[config.mk]
export PLATFORM = sky130hd
export DESIGN_NAME = spi_dac_receiver
export DESIGN_NICKNAME = d
export VERILOG_FILES = /design/src/rtl/spi_dac_receiver.sv
export SDC_FILE = /design/constraint.sdc
export NUM_CORES = 1
export LEC_CHECK = 0
export CAP_MARGIN = 20
export CORE_MARGIN = 2
export CORE_UTILIZATION = 40
export DETAILED_ROUTE_END_ITERATION = 10
export GPL_TIMING_DRIVEN = 0
export HOLD_SLACK_MARGIN = 0.02
export MAX_ROUTING_LAYER = met4
export SYNTH_ARGS = -nofsm -noshare
export SYNTH_HDL_FRONTEND = slang
export SYNTH_SLANG_ARGS = --single-unit
export TNS_END_PERCENT = 10
[constraint.sdc]
create_clock -name clk -period 1.9 [get_ports clk]
set_input_delay 0.38 -clock clk [delete_from_list [all_inputs] [get_ports clk]]
set_output_delay 0.38 -clock clk [all_outputs]
set_load 0.05 [all_outputs]
[src/rtl/spi_dac_receiver.sv]
`default_nettype none
// ============================================================================
//  Module      : spi_dac_receiver
//  Description : SPI responder modelling the MCP4911 DAC input side.
//                Oversamples bCS/SCK/SDI/bLDAC on clk, shifts in one
//                MSB-first word per bCS frame, latches accepted DAC-write
//                words into an input register and transfers the input
//                register to the DAC output register on bLDAC.
//  Ports       : clk, rst          - system clock, synchronous active-high reset
//                bCS, SCK, SDI     - SPI pins, asynchronous to clk
//                bLDAC             - load-DAC bar, asynchronous to clk
//                rx_data/rx_valid  - input register and new-word pulse
//                frame_err         - pulse: frame bit count wrong
//                cmd_ignored       - pulse: full frame that is not a DAC write
//                dac_code/dac_buf/dac_gain_x1/dac_active - DAC output register
//                dac_update        - pulse: DAC output register loaded
//                busy              - a frame is open
//  Revision    : 1.0 - initial release
// ============================================================================
module spi_dac_receiver #(
    parameter int SPI_LENGTH  = 16,
    parameter int DAC_BITS    = 10,
    parameter int SYNC_STAGES = 2
) (
    input  logic                  clk,
    input  logic                  rst,
    input  logic                  bCS,
    input  logic                  SCK,
    input  logic                  SDI,
    input  logic                  bLDAC,
    output logic [SPI_LENGTH-1:0] rx_data,
    output logic                  rx_valid,
    output logic                  frame_err,
    output logic                  cmd_ignored,
    output logic [DAC_BITS-1:0]   dac_code,
    output logic                  dac_buf,
    output logic                  dac_gain_x1,
    output logic                  dac_active,
    output logic                  dac_update,
    output logic                  busy
);

    // ------------------------------------------------------------------------
    // Constants
    // ------------------------------------------------------------------------
    localparam int c_CNT_W = $clog2(SPI_LENGTH + 2);
    localparam logic [c_CNT_W-1:0] c_CNT_LEN = c_CNT_W'(SPI_LENGTH);
    localparam logic [c_CNT_W-1:0] c_CNT_MAX = c_CNT_W'(SPI_LENGTH + 1);

    localparam int c_SET_W = $clog2(SYNC_STAGES + 2);
    localparam logic [c_SET_W-1:0] c_SET_MAX = c_SET_W'(SYNC_STAGES + 1);

    localparam logic [0:0] S_IDLE  = 1'b0;
    localparam logic [0:0] S_SHIFT = 1'b1;

    // ------------------------------------------------------------------------
    // Pin synchronisers. Chains reset to the idle pin levels so that reset
    // release does not by itself fake an edge on a pin that is idle.
    // ------------------------------------------------------------------------
    logic [SYNC_STAGES-1:0] r_cs_sync;
    logic [SYNC_STAGES-1:0] r_sck_sync;
    logic [SYNC_STAGES-1:0] r_sdi_sync;
    logic [SYNC_STAGES-1:0] r_ldac_sync;
    logic                   r_cs_d;
    logic                   r_sck_d;
    logic                   r_ldac_d;

    // Post-reset qualification of bCS falling edges
    logic [c_SET_W-1:0]     r_settle;
    logic                   r_cs_armed;

    always_ff @(posedge clk) begin
        if (rst) begin
            r_cs_sync   <= {SYNC_STAGES{1'b1}};
            r_sck_sync  <= {SYNC_STAGES{1'b0}};
            r_sdi_sync  <= {SYNC_STAGES{1'b0}};
            r_ldac_sync <= {SYNC_STAGES{1'b1}};
            r_cs_d      <= 1'b1;
            r_sck_d     <= 1'b0;
            r_ldac_d    <= 1'b1;
            r_settle    <= '0;
            r_cs_armed  <= 1'b0;
        end else begin
            r_cs_sync   <= {r_cs_sync[SYNC_STAGES-2:0],   bCS};
            r_sck_sync  <= {r_sck_sync[SYNC_STAGES-2:0],  SCK};
            r_sdi_sync  <= {r_sdi_sync[SYNC_STAGES-2:0],  SDI};
            r_ldac_sync <= {r_ldac_sync[SYNC_STAGES-2:0], bLDAC};
            r_cs_d      <= r_cs_sync[SYNC_STAGES-1];
            r_sck_d     <= r_sck_sync[SYNC_STAGES-1];
            r_ldac_d    <= r_ldac_sync[SYNC_STAGES-1];
            if (r_settle != c_SET_MAX) begin
                r_settle <= r_settle + 1'b1;
            end
            // If bCS was already low at reset release, the chain flushing
            // its reset value looks like a falling edge. Only accept falls
            // once the chain has flushed and bCS has been seen high.
            if ((r_settle == c_SET_MAX) && r_cs_sync[SYNC_STAGES-1]) begin
                r_cs_armed <= 1'b1;
            end
        end
    end

    logic w_cs_s;
    logic w_sdi_s;
    logic w_ldac_s;
    logic w_cs_fall;
    logic w_cs_rise;
    logic w_sck_rise;
    logic w_ldac_fall;

    assign w_cs_s      = r_cs_sync[SYNC_STAGES-1];
    assign w_sdi_s     = r_sdi_sync[SYNC_STAGES-1];
    assign w_ldac_s    = r_ldac_sync[SYNC_STAGES-1];
    assign w_cs_fall   = r_cs_d & ~w_cs_s & r_cs_armed;
    assign w_cs_rise   = ~r_cs_d & w_cs_s;
    assign w_sck_rise  = ~r_sck_d & r_sck_sync[SYNC_STAGES-1];
    assign w_ldac_fall = r_ldac_d & ~w_ldac_s;

    // ------------------------------------------------------------------------
    // Frame FSM, shift register and output registers
    // ------------------------------------------------------------------------
    logic [0:0]            r_state;
    logic [SPI_LENGTH-1:0] r_shift;
    logic [c_CNT_W-1:0]    r_bit_cnt;
    logic [SPI_LENGTH-1:0] r_rx_data;
    logic                  r_rx_valid;
    logic                  r_frame_err;
    logic                  r_cmd_ignored;
    logic [DAC_BITS-1:0]   r_dac_code;
    logic                  r_dac_buf;
    logic                  r_dac_gain_x1;
    logic                  r_dac_active;
    logic                  r_dac_update;

    logic w_accept;
    logic w_dac_load;

    // A full-length DAC-write frame closes this cycle
    assign w_accept   = (r_state == S_SHIFT) && w_cs_rise &&
                        (r_bit_cnt == c_CNT_LEN) && !r_shift[SPI_LENGTH-1];
    assign w_dac_load = w_ldac_fall | (w_accept & ~w_ldac_s);

    always_ff @(posedge clk) begin
        if (rst) begin
            r_state       <= S_IDLE;
            r_shift       <= '0;
            r_bit_cnt     <= '0;
            r_rx_data     <= '0;
            r_rx_valid    <= 1'b0;
            r_frame_err   <= 1'b0;
            r_cmd_ignored <= 1'b0;
            r_dac_code    <= '0;
            r_dac_buf     <= 1'b0;
            r_dac_gain_x1 <= 1'b0;
            r_dac_active  <= 1'b0;
            r_dac_update  <= 1'b0;
        end else begin
            r_rx_valid    <= 1'b0;
            r_frame_err   <= 1'b0;
            r_cmd_ignored <= 1'b0;
            r_dac_update  <= 1'b0;

            case (r_state)
                S_IDLE: begin
                    if (w_cs_fall) begin
                        r_shift   <= '0;
                        r_bit_cnt <= '0;
                        r_state   <= S_SHIFT;
                    end
                end
                S_SHIFT: begin
                    // bCS rise takes priority: a coincident SCK edge is dropped
                    if (w_cs_rise) begin
                        r_state <= S_IDLE;
                        if (r_bit_cnt != c_CNT_LEN) begin
                            r_frame_err <= 1'b1;
                        end else if (r_shift[SPI_LENGTH-1]) begin
                            r_cmd_ignored <= 1'b1;
                        end else begin
                            r_rx_data  <= r_shift;
                            r_rx_valid <= 1'b1;
                        end
                    end else if (w_sck_rise) begin
                        r_shift <= {r_shift[SPI_LENGTH-2:0], w_sdi_s};
                        // Saturate one past the frame length so over-long
                        // frames stay distinguishable from exact ones
                        if (r_bit_cnt != c_CNT_MAX) begin
                            r_bit_cnt <= r_bit_cnt + 1'b1;
                        end
                    end
                end
                default: begin
                    r_state <= S_IDLE;
                end
            endcase

            // A word accepted this cycle bypasses the input register so the
            // DAC sees the new word, not the one it replaces
            if (w_dac_load) begin
                r_dac_update <= 1'b1;
                if (w_accept) begin
                    r_dac_code    <= r_shift[SPI_LENGTH-5 -: DAC_BITS];
                    r_dac_buf     <= r_shift[SPI_LENGTH-2];
                    r_dac_gain_x1 <= r_shift[SPI_LENGTH-3];
                    r_dac_active  <= r_shift[SPI_LENGTH-4];
                end else begin
                    r_dac_code    <= r_rx_data[SPI_LENGTH-5 -: DAC_BITS];
                    r_dac_buf     <= r_rx_data[SPI_LENGTH-2];
                    r_dac_gain_x1 <= r_rx_data[SPI_LENGTH-3];
                    r_dac_active  <= r_rx_data[SPI_LENGTH-4];
                end
            end
        end
    end

    assign rx_data     = r_rx_data;
    assign rx_valid    = r_rx_valid;
    assign frame_err   = r_frame_err;
    assign cmd_ignored = r_cmd_ignored;
    assign dac_code    = r_dac_code;
    assign dac_buf     = r_dac_buf;
    assign dac_gain_x1 = r_dac_gain_x1;
    assign dac_active  = r_dac_active;
    assign dac_update  = r_dac_update;
    assign busy        = (r_state == S_SHIFT);

endmodule
`default_nettype wire

# Word level (Yosys, flattened, before mapping)

Index checks and enable logic that the tools add are counted.

Register bits: 68
Input bits: 6

$add $sub $neg: 2
Eq/ne operators: 9
Multiplexer cells: 20
Bitwise logic cells: 15
Reduce and logical (&&, ||, !) cells: 10

Operators with widths:

| cell                                                                     | count |
|---|---|
| 16-bit two-way mux                                                       | 3 |
| 16-bit case mux with 2 select lines                                      | 1 |
| 5-bit two-way mux                                                        | 4 |
| 10-bit two-way mux                                                       | 1 |
| 5-bit inequality test (second input constant)                            | 2 |
| 5-bit case mux with 2 select lines                                       | 1 |
| 1-bit two-way mux                                                        | 9 |
| 2-bit inequality test (second input constant)                            | 4 |
| 1-bit NOT                                                                | 8 |
| 4-bit AND reduction                                                      | 2 |
| 1-bit AND                                                                | 6 |
| 5-bit by 1-bit adder with 5-bit output (second input constant)           | 1 |
| 5-bit == test (second input constant)                                    | 1 |
| 1-bit logical AND                                                        | 4 |
| 4-bit OR reduction                                                       | 1 |
| 3-bit AND reduction                                                      | 1 |
| 3-bit OR reduction                                                       | 1 |
| 2-bit by 1-bit adder with 2-bit output (second input constant)           | 1 |
| 2-bit == test (second input constant)                                    | 1 |
| 2-bit by 1-bit inequality test with 1-bit output (second input constant) | 1 |
| 1-bit case mux with 2 select lines                                       | 1 |
| 1-bit zero test                                                          | 1 |
| 1-bit OR                                                                 | 1 |

# Longest topological paths before layout

Word-level depth: 8
Mapped depth: 8
Gate-level depth less buffers: 6

# Worst setup path after synthesis

OpenSTA, ideal clock, no wires.

Kind: reg-to-reg
Start point: reg r_state, in the netlist busy
End point: reg r_rx_data[10], in the netlist rx_data[10]
Setup time: 0.132 ns
Arrival time: 1.716 ns
Data required time: 1.768 ns
Setup slack: 0.052 ns
Cell stages (with the launch flop): 7
Buffers on the path: 2
Path through: dfxtp_1 nand3b_2 or3_4 buf_6 buf_8 nand2_1 a21oi_1

Longest elaborated chain between the ends: 1

RTL lines:

| element                              | RTL line | RTL |
|---|---|---|
| start: declaration                   | 122      | `logic [0:0] r_state;` |
| start signal: assignment             | 145      | `r_state <= S_IDLE;` |
| start signal: assignment             | 168      | `r_state <= S_SHIFT;` |
| start signal: assignment             | 174      | `r_state <= S_IDLE;` |
| 4-bit AND reduction (no source line) | n/a      |  |
| end signal: assignment               | 180      | `r_rx_data <= r_shift;` |
| end: declaration                     | 125      | `logic [SPI_LENGTH-1:0] r_rx_data;` |

No other way between the ends.
A chain may end at the register's enable or synchronous reset.

# Worst setup path in the final report

Start point: reg r_cmd_ignored, in the netlist cmd_ignored
End point: out cmd_ignored

RTL lines:

| element                  | RTL line | RTL |
|---|---|---|
| start: declaration       | 128      | `logic r_cmd_ignored;` |
| start signal: assignment | 151      | `r_cmd_ignored <= 1'b0;` |
| start signal: assignment | 160      | `r_cmd_ignored <= 1'b0;` |
| start signal: assignment | 178      | `r_cmd_ignored <= 1'b1;` |
| end: declaration         | 34       | `output logic cmd_ignored,` |

No word-level cell between the ends.

==> flow_summary.toml <==
[routing]
drc = 0
num_vias = 2360
drt_wl_total_um = 6530
ant_nets = 0
wl_per_cell_um = 13.6
drt_iter0_drc = 106
viasPerCell = 4.91
firstDrtPassIters = 4

[synth]
synthTopCellsByArea = "dfxtp_1, nand2_1, mux2i_1"
synth-edff-count = 0
synth_nets = 338
synth_top_area_share_pct = 47.1
ys_seq_area_share_pct = 47.1
syn_area_um2 = 2890
avgSynthCellArea_um2 = 8.82
ys.flop_type = "dfxtp_1"
synthArstFlopShare_pct = 0
yosysTopAreaCell = "dfxtp_1"
yosys_warnings = 0
ys_ff_latch = 68
synthDistinctLibCells = 42
synthCells = 328

[die]
initial_utilization_pct = 40.5
num_rows = 31
dieArea_um2 = 7930
die-height_um = 89.0
coreArea_um2 = 7140
ios = 40
die_w_um = 89.0

[timing]
worst_pin_slew_ns = 0.566
final.period_utilization_pct = 96.6
max_freq_mhz = 545
period_needed_ns = 1.83
skew_ns = 0.00855
finalSetupViolations = 0
drv_slew = 0
slew_headroom_pct = 62.2
hold_viol = 0
rsz0062_at_grt = "no"
finalWorstSetupSlack_ns = 0.0651

[clock_tree]
clock_sinks = 68
cts_tree = "built"
htree_num_levels = 3
numCtsBuffers = 9
clk_path_buf_depth = 2
post_cts_buffers = 0
clk_pin_slew_ns = 0.07
worstSkewPairLatency_ns = 0.34
cts_root_buffer = "clkbuf_8"

[grt]
grt_max_degree = 12
grt_usage_pct = 18.0
antenna_found_initial = 0
grt_overflow = 0
grt_pass1_wl_um = 10300
grt_pass1_vias = 2022

[final_layout]
final_util_pct = 51.0
final_net_count = 387
final_cell_mix = "dfxtp_1, nand2_1, a21oi_1"
final_common_cell = "dfxtp_1"
antennaDiodeCount = 0
drive_above_1_share_pct = 11.3
area_growth_pct = 25.8
stdcell_area_um2 = 3640

[outcome]
status = "finished, final reports clean"

[place]
post_dp_cell_area_um2 = 3400
place_congestion = 0.753
pre_cts_ws_ns = -0.258
hpwlAfterDp_um = 4470
port_buffers = 38

[hold_path]
worstHoldPathType = "flip-flop to flip-flop"

[power_and_ir_drop]
p_leak_uw = 0.00149
peakVddDrop_v = 0.000422
power-per-cell-area_nw_per_um2 = 785

[worst_setup_path]
cp-end-kind = "primary output"
crit_required_ns = 1.52
crit_type = "flip-flop to primary output"
critPathTopFamily = "buffers and inverters"
crit_buf_inv = 1
slowest_delay_ns = 0.80
critPathLaunchType = "flip-flop"
critical_path.cell_chain = "clkdlybuf4s50_1"
path_max_fanout = 1
arrival_ns = 1.45
crit_slowest_cell = "clkdlybuf4s50_1"

[job]
drv_cap = 0
area by class of cell:
cell class | count | area (um2)
tap | 99 | 124
buffer | 22 | 128
multi-input combinational | 222 | 1350
inverter | 16 | 60.1
sequential | 68 | 1360
clock inverter | 3 | 42.5
fill | 710 | 3500
timing repair buffer | 38 | 393
clock buffer | 13 | 179
registers in the layout, summed over array words and instances, names as in the netlist, 2 cells and up:
signal       count
r_cs_sync        2
r_bit_cnt        5
rx_data         15
r_shift         16
dac_code        10
r_ldac_sync      2
r_sck_sync       2
r_sdi_sync       2
r_settle         2
final timing paths:
check,start,endpoint,slack [ns],depth (start not counted)
worst max-delay path,cmd_ignored$_SDFF_PP0_,cmd_ignored,0.07,1
worst max register to register,r_bit_cnt[1]$_SDFFE_PP0P_,rx_data[6]$_SDFFE_PP0P_,0.14,8
worst min register to register,r_cs_sync[0]$_SDFF_PP1_,r_cs_sync[1]$_SDFF_PP1_,0.41,1
worst min-delay path,r_cs_sync[0]$_SDFF_PP1_,r_cs_sync[1]$_SDFF_PP1_,0.41,1
routing by layer:
metal  share of wire, %  wire length [um]  GRT usage [%]  vias to the layer above
met5                  0                 0              -                        -
met4                1.9               123           8.14                        0
met3                5.2               342           3.32                       11
met2                 45              2940           27.6                       63
met1                 48              3120           23.3                     1084
li1                   -                 -              -                     1202
stage by stage:
step	TNS [ns]	hold WS [ns]	total power, uW	std cells
3_5_place_dp	-10.32	0.393	1610	465
4_1_cts	0	0.411	2890	481
2_1_floorplan	0	0.389	1570	328
6_report	0	0.410	2860	481
5_1_grt	0	0.434	2960	481
3_3_place_gp	-9.76	0.394	1610	465
Yosys cell counts, types with 2 or more instances:
library cell  number
a21oi_1           33
a22oi_1           13
and2_1            16
buf_1              3
buf_2              2
buf_6              3
clkbuf_1          12
dfxtp_1           68
ha_1               4
inv_1             16
mux2i_1           19
nand2_1           56
nand2_2            2
nand3_1            2
nand3b_1           2
nand3b_2           2
nor2_1            26
nor2b_1            6
nor3_1             2
o21ai_0            2
o22ai_1           13
or2_2              6
logic make-up after synthesis:
group | count (synthesis) | synth area share [%]
AND/OR/NAND/NOR | 132 | 24.2
AO/OA/AOI/OAI | 65 | 13.7
XOR/XNOR | 1 | 0.303
multiplexers | 19 | 6.57
flip-flops | 68 | 47.1
other | 1 | 0.130
adder cells (fa/ha/maj) | 4 | 1.73
buffers and inverters | 38 | 6.31
power breakdown:
| part | switching, uW | total [uW] | internal (uW) |
|---|---|---|---|
| logic | 73.2 | 118 | 44.3 |
| registers | 12.5 | 1460 | 1450 |
| clock network | 533 | 1280 | 747 |
| total | 619 | 2860 | 2240 |
timing repair:
item | CTS | global route
gates cloned | 0 | 0
setup endpoints to repair | 16 | 31
resized for setup | 16 | 19
hold buffers | 0 | 0
pin swaps | 0 | 3
Note: power is estimated with default switching activity, not from simulation.
